$ cat config.mk
export PLATFORM = sky130hd
export DESIGN_NAME = data_unpack
export DESIGN_NICKNAME = d
export VERILOG_FILES = /design/src/rtl/data_unpack_pkg.sv /design/src/rtl/data_unpack_byte_shift_acc.sv /design/src/rtl/data_unpack.sv
export SDC_FILE = /design/constraint.sdc
export NUM_CORES = 1
export LEC_CHECK = 0
export CELL_PAD_IN_SITES_DETAIL_PLACEMENT = 0
export CELL_PAD_IN_SITES_GLOBAL_PLACEMENT = 1
export CORE_ASPECT_RATIO = 0.6
export CORE_MARGIN = 1
export CORE_UTILIZATION = 41
export DETAILED_ROUTE_END_ITERATION = 8
export PLACE_DENSITY = 0.79
export SLEW_MARGIN = 5
export SYNTH_ARGS = -nofsm -noshare
export SYNTH_HDL_FRONTEND = slang
export SYNTH_SLANG_ARGS = --single-unit
$ cat constraint.sdc
create_clock -name clk -period 2.55 [get_ports clk]
set_clock_uncertainty 0.1 [all_clocks]
set_input_delay 0.3825 -clock clk [delete_from_list [all_inputs] [get_ports clk]]
set_output_delay 0.3825 -clock clk [all_outputs]
set_load 0.05 [all_outputs]
$ cat src/rtl/data_unpack_pkg.sv
// Shared definitions for the byte-to-lane unpacker and its transmit-side counterpart.
package data_unpack_pkg;

  typedef enum logic {
    COLLECT = 1'b0,
    DROP    = 1'b1
  } state_t;

  // Bytes per output word; also used by the transmit-side concat block.
  function automatic int unsigned calc_nb(input int unsigned bw,
                                          input int unsigned n_prl,
                                          input int unsigned bw_in);
    return (bw * n_prl) / bw_in;
  endfunction

endpackage

$ cat src/rtl/data_unpack_byte_shift_acc.sv
// Shift accumulator: holds the first NB-1 bytes of a word, the completing byte is
// merged combinationally so the word can be registered on the byte that closes it.
module data_unpack_byte_shift_acc #(
  parameter int unsigned BW_IN = 8,
  parameter int unsigned NB    = 9
) (
  input  logic                  clk,
  input  logic                  srest_i,
  input  logic                  clr_i,
  input  logic                  load_i,
  input  logic [BW_IN-1:0]      din_i,
  output logic [BW_IN*NB-1:0]   word_c_o
);

  localparam int unsigned W  = BW_IN * NB;
  localparam int unsigned AW = W - BW_IN;

  logic [AW-1:0] acc_q;
  logic [AW-1:0] acc_d;

  // New bytes enter at the top so the oldest byte ends up in the low slot.
  assign acc_d    = AW'({din_i, acc_q} >> BW_IN);
  assign word_c_o = {din_i, acc_q};

  always_ff @(posedge clk) begin
    if (srest_i || clr_i) begin
      acc_q <= '0;
    end else if (load_i) begin
      acc_q <= acc_d;
    end
  end

endmodule

$ cat src/rtl/data_unpack.sv
// Reassembles a byte stream into N_PRL lanes of BW bits, with frame-length checking
// and a single-entry output register with backpressure.
module data_unpack
  import data_unpack_pkg::*;
#(
  parameter int unsigned BW    = 18,
  parameter int unsigned N_PRL = 4,
  parameter int unsigned BW_IN = 8
) (
  input  logic                        clk,
  input  logic                        srest,
  input  logic [BW_IN-1:0]            s_data,
  input  logic                        s_valid,
  output logic                        s_ready,
  input  logic                        s_last,
  output logic [N_PRL-1:0][BW-1:0]    m_x,
  output logic                        m_valid,
  input  logic                        m_ready,
  output logic                        m_last,
  output logic                        frame_err
);

  localparam int unsigned W  = BW * N_PRL;
  localparam int unsigned NB = calc_nb(BW, N_PRL, BW_IN);
  localparam int unsigned CW = (NB > 1) ? $clog2(NB) : 1;
  localparam logic [CW-1:0] CNT_LAST = CW'(NB - 1);

  if (((W % BW_IN) != 0) || (NB < 2)) begin : g_bad_cfg
    $error("data_unpack: BW*N_PRL must be a multiple of BW_IN spanning at least two bytes");
  end

  state_t                     state_q, state_d;
  logic [CW-1:0]              cnt_q, cnt_d;
  logic [N_PRL-1:0][BW-1:0]   mx_q, mx_d;
  logic                       mvalid_q, mvalid_d;
  logic                       mlast_q, mlast_d;
  logic                       ferr_q, ferr_d;
  logic                       acc_load, acc_clr;
  logic                       accept;
  logic [W-1:0]               word_c;

  data_unpack_byte_shift_acc #(
    .BW_IN (BW_IN),
    .NB    (NB)
  ) u_acc (
    .clk      (clk),
    .srest_i  (srest),
    .clr_i    (acc_clr),
    .load_i   (acc_load),
    .din_i    (s_data),
    .word_c_o (word_c)
  );

  // Only the completing byte can stall, and only when the held word is not leaving.
  assign s_ready = !srest &&
                   !((state_q == COLLECT) && (cnt_q == CNT_LAST) && mvalid_q && !m_ready);
  assign accept  = s_valid && s_ready;

  always_comb begin
    state_d  = state_q;
    cnt_d    = cnt_q;
    mx_d     = mx_q;
    mvalid_d = mvalid_q && !m_ready;
    mlast_d  = mlast_q;
    ferr_d   = 1'b0;
    acc_load = 1'b0;
    acc_clr  = 1'b0;
    unique case (state_q)
      COLLECT: begin
        if (accept) begin
          if (cnt_q == CNT_LAST) begin
            mx_d     = word_c;
            mvalid_d = 1'b1;
            mlast_d  = s_last;
            cnt_d    = '0;
          end else if (s_last) begin
            ferr_d  = 1'b1;
            cnt_d   = '0;
            acc_clr = 1'b1;
          end else begin
            cnt_d    = cnt_q + CW'(1);
            acc_load = 1'b1;
          end
        end
      end
      DROP: begin
        if (accept && s_last) begin
          state_d = COLLECT;
          cnt_d   = '0;
          acc_clr = 1'b1;
        end
      end
    endcase
  end

  always_ff @(posedge clk) begin
    if (srest) begin
      state_q  <= COLLECT;
      cnt_q    <= '0;
      mx_q     <= '0;
      mvalid_q <= 1'b0;
      mlast_q  <= 1'b0;
      ferr_q   <= 1'b0;
    end else begin
      state_q  <= state_d;
      cnt_q    <= cnt_d;
      mx_q     <= mx_d;
      mvalid_q <= mvalid_d;
      mlast_q  <= mlast_d;
      ferr_q   <= ferr_d;
    end
  end

  assign m_x       = mx_q;
  assign m_valid   = mvalid_q;
  assign m_last    = mlast_q;
  assign frame_err = ferr_q;

endmodule

==> results.json, run 1 <==
{
  "status": "finished clean",
  "clockBufferDepth": 2,
  "drt_iter0_drc": 350,
  "final_common_cell": "nand2_1",
  "critPathArrivalTime_ps": 1710,
  "die-height_um": 88.5,
  "avgSynthCellArea_sq_um": 8.00,
  "routed-via-count": 4427,
  "hpwl_um": 8020,
  "final_core_util": 0.557,
  "synth_cells": 640,
  "synth_edf_count": 0,
  "ys_seq_elements": 144,
  "clk_pin_slew_worst_paths_ps": 60,
  "place_congestion": 0.786,
  "cts-hold-fix-buffers": 0,
  "cts_tree": "done",
  "overflow": 0,
  "track_usage": 0.206,
  "path_cells": "inv_1 > ha_1 > nand3b_1 > nor3_1 > nor2_1 > buf_12",
  "ctsResizeCount": 0,
  "vdd_drop_max_uv": 469,
  "first_global_vias": 3984,
  "cts.sinks": 144,
  "route.detailed.drc": 0,
  "firstDrtPassIters": 5,
  "synth.distinct_cells": 27,
  "fin_crit_sh": 0.861,
  "core_sq_um": 12100,
  "synthArstFlopShare": 0,
  "die_x_um": 146,
  "hold_viol": 0,
  "rsz0062_at_grt": "false",
  "postCtsSetupBuffers": 0,
  "io_pins": 89,
  "critPathRequiredTime_ps": 2070,
  "slew_viol_final": 0,
  "antenna_found_initial": 0,
  "fmax_mhz": 456,
  "power.density_nw_per_um2": 773,
  "clock_latency_ps": 420,
  "grt_pass1_wl_um": 20500,
  "end_kind": "output pin",
  "ys.flop_type": "dfxtp_1",
  "dpl_worst_slack_ps": 354,
  "drt_wl_total_um": 12700,
  "ys_seq_area_frac": 0.563,
  "io_buffers": 88,
  "p_leak_nw": 2.18,
  "area_growth_pct": 31.8,
  "fin_crit_ps": 2190,
  "yosys_warnings": 0,
  "numPlacedInstances": 855,
  "htree_levels": 4,
  "hold_class": "in -> reg",
  "n_fill_cell": 1099,
  "grt_max_degree": 74,
  "vias_per_cell": 4.99,
  "tns_ps": 0,
  "drv_cap": 0,
  "startpoint_type": "flop",
  "wire_per_inst_um": 14.3,
  "layout-drive-gt1-share": 0.0693,
  "num_rows": 31,
  "path_max_fanout": 5,
  "start_util": 0.423,
  "instances_no_fill": 887,
  "path_class": "reg -> out",
  "slowest_delay_ps": 320,
  "dieArea_sq_um": 12900,
  "synth_area_sq_um": 5120,
  "fin_nets": 724,
  "cp_slowest_cell": "dfxtp_1",
  "slew_headroom": 0.546,
  "root_buffer": "clkbuf_16",
  "n_antenna_cell": 0,
  "setup_slack_ps": 355,
  "drtAntennaViolNets": 0,
  "layout_common_cells": "nand2_1, dfxtp_1, a21oi_1, clkdlybuf4s50_1, clkbuf_16",
  "finalPower_mw": 5.22,
  "numCtsBuffers": 17,
  "setup_viol": 0,
  "syn_nets": 655,
  "tightest_slew_ps": 681
}
[cell families after synthesis]
kind of cell	share of synthesized area
simple gates	0.232
compound gates	0.147
flops	0.563
buf+inv	0.0531
fa+ha+maj	0.00489
[metrics by stage]
| step | hold WS (ps) | area, sq um |
|---|---|---|
| 2_1_floorplan | 332 | 5120 |
| 3_3_place_gp | 344 | 6070 |
| 3_5_place_dp | 346 | 6070 |
| 4_1_cts | 191 | 6740 |
| 5_1_grt | 223 | 6740 |
| 6_report | 198 | 6740 |
[cell usage after synthesis, drive strengths merged (3+ instances only)]
master / count / share of area
a21oi: 139 / 0.14
buf: 35 / 0.044
clkbuf: 11 / 0.0081
dfxtp: 144 / 0.56
nand2: 277 / 0.20
nand3: 3 / 0.0029
nor2: 5 / 0.0037
o21ai: 3 / 0.0029
[report_power, final]
group	leakage (nW)	internal, mW	switching [mW]	total [mW]
logic	0.695	0.0398	0.0872	0.127
registers	1.16	2.25	0.00439	2.26
clock network	0.330	1.86	0.969	2.83
[flip-flops by register name (all words and copies together) (netlist names)]
signal,cells
cnt_q,4
state_q,1
frame_err,1
m_last,1
m_x,72
u_acc.acc_q,64
m_valid,1
[worst paths after layout]
check,cells after the start,slack [ps],from,to
min reg2reg,2,350,m_x[47],m_x[47]
max,6,360,cnt_q[0],s_ready
min,4,200,srest,frame_err
max reg2reg,7,600,cnt_q[0],u_acc.acc_q[24]
[worst max-delay path: cells and delay by family, from the launching register on]
family,cells,cell delay (ps)
buffers and inverters,2,280
adder cells (fa/ha/maj),1,180
flip-flops,1,320
AND/OR/NAND/NOR,3,510
[layout make-up]
class	count	area, sq um	area share
flip-flops and latches	144	2880	0.427
multi-input cells	448	1990	0.295
repair buffers	96	983	0.146
clock buffers	18	439	0.0651
clock inverters	14	238	0.0353
well taps	165	206	0.0306
inverters	2	7.51	0.00111
[metal layers]
metal  vias to the layer above  wire length (um)  GRT usage
met3                        16               669     0.0541
met5                         -                 0          0
met2                       114              5160      0.292
li1                       2214                 -          -
met1                      2083              6730      0.300
met4                         0               144     0.0739
Note: power is estimated with default switching activity, not from simulation.
==> run 2, diff against run 1 <==
REMOVE_ABC_BUFFERS = 1   (was default)
TNS_END_PERCENT = 30   (was default)
==> run 2 against run 1 <==
- register-to-register slack improved by 30 ps
- setup slack better by 18 ps
- maximum frequency rose by 0.82%
- critical path depth did not move
- hold slack improved by 95 ps
- flip-flop and latch count stayed put
- non-clock buffer count unchanged
- clock power fell by 3%
- via count fell by 3.9%
- cell count did not move
- power decreased by 1.8%
- sequential power is essentially flat
- largest cell class unchanged
==> results.json, run 2 (synthesized netlist as in run 1, its figures left out) <==
{
  "die_x_um": 146,
  "root_buffer": "clkbuf_16",
  "n_antenna_cell": 0,
  "area_growth_pct": 32.4,
  "dieArea_sq_um": 12900,
  "min_to": "frame_err",
  "grt_max_degree": 72,
  "vias_per_cell": 4.80,
  "drv_cap": 0,
  "path_class": "reg -> out",
  "wire_per_inst_um": 12.8,
  "core_sq_um": 12100,
  "worst_hold_slack_ps": 293,
  "hold_viol": 0,
  "start_util": 0.423,
  "finalPower_mw": 5.12,
  "htree_levels": 4,
  "drtAntennaViolNets": 0,
  "clockBufferDepth": 2,
  "routed-via-count": 4255,
  "cts.sinks": 144,
  "fmax_mhz": 459,
  "postCtsSetupBuffers": 0,
  "clock_latency_ps": 410,
  "fin_crit_ps": 2180,
  "end_kind": "output pin",
  "overflow": 0,
  "final_common_cell": "nand2_1",
  "io_pins": 89,
  "clk_pin_slew_worst_paths_ps": 60,
  "tightest_slew_ps": 581,
  "hpwl_um": 6580,
  "p_leak_nw": 2.19,
  "startpoint_type": "flop",
  "layout_common_cells": "nand2_1, dfxtp_1, a21oi_1, clkdlybuf4s50_1, clkbuf_16",
  "tns_ps": 0,
  "rsz0062_at_grt": "false",
  "die-height_um": 88.5,
  "final-seq-area_sq_um": 2880,
  "regToRegSetupSlack_ps": 630,
  "place_congestion": 0.792,
  "fin_crit_sh": 0.854,
  "fin_nets": 724,
  "critPathArrivalTime_ps": 1690,
  "numCtsBuffers": 17,
  "cts_tree": "done",
  "whs_path_depth": 4,
  "antenna_found_initial": 0,
  "multi_input_area_sq_um": 1990,
  "setup_viol": 0,
  "drt_iter0_drc": 282,
  "n_fill_cell": 1113,
  "ctsResizeCount": 0,
  "grt_pass1_wl_um": 18800,
  "first_global_vias": 3872,
  "path_max_fanout": 5,
  "vdd_drop_max_uv": 486,
  "largest_reg_flops": 72,
  "rr_worst_depth": 7,
  "drt_wl_total_um": 11300,
  "r2r_start": "cnt_q[0]",
  "layout-drive-gt1-share": 0.0679,
  "power.density_nw_per_um2": 756,
  "min-delay-start": "srest",
  "track_usage": 0.185,
  "hold_class": "in -> reg",
  "rr_endpoint": "m_x[2]",
  "cts-hold-fix-buffers": 0,
  "route.detailed.drc": 0,
  "status": "finished clean",
  "slew_viol_final": 0,
  "firstDrtPassIters": 5,
  "critPathRequiredTime_ps": 2070,
  "num_rows": 31,
  "io_buffers": 88,
  "slew_headroom": 0.612
}
## run 2: how the worst max path moves through the flow
stage                         from              to  cells past startpoint  slack, ps
final                     cnt_q[0]         s_ready                      6        370
after detailed placement   s_valid          m_x[2]                      6        430
after global placement     s_valid          m_x[2]                      6        460
after CTS                 cnt_q[0]         s_ready                      6        350
after floorplan           cnt_q[0]  u_acc.acc_q[0]                      5       -840
after global routing      cnt_q[0]         s_ready                      6        200
## run 2: layout make-up
cell class,count,share of cell area
timing repair buffer,96,0.151
sequential,144,0.426
tap,165,0.0305
clock inverter,12,0.0303
clock buffer,20,0.0674
inverter,2,0.00111
multi-input combinational,448,0.294
## run 2: through the flow
stage          setup slack [ps]  cells  cell area, sq um   util
2_1_floorplan              -840    594              4850      -
3_5_place_dp                428    855              6110  0.505
6_report                    373    887              6770  0.560
3_3_place_gp                459    855              6110  0.505
4_1_cts                     355    887              6770  0.560
5_1_grt                     198    887              6770  0.560
## run 2: power by group
| part | switching (mW) | internal [mW] | leakage (nW) |
|---|---|---|---|
| combinational | 0.0891 | 0.0414 | 0.714 |
| clock | 0.938 | 1.80 | 0.317 |
| sequential | 0.00336 | 2.25 | 1.16 |
| total | 1.03 | 4.09 | 2.19 |
## run 2: layer usage
metal	global-route usage	routed length, um	vias up
met1	0.247	5960	1947
met3	0.0521	525	4
met5	0	0	-
met2	0.290	4810	88
met4	0.0653	40	0
li1	-	-	2216
## run 2: worst max-delay path, stage by stage, from the launching register on
cell      delay (ps)
dfxtp_1          350
inv_1             80
ha_1             220
nand3b_1         220
nor3_1            80
nor2_1           180
buf_12           160
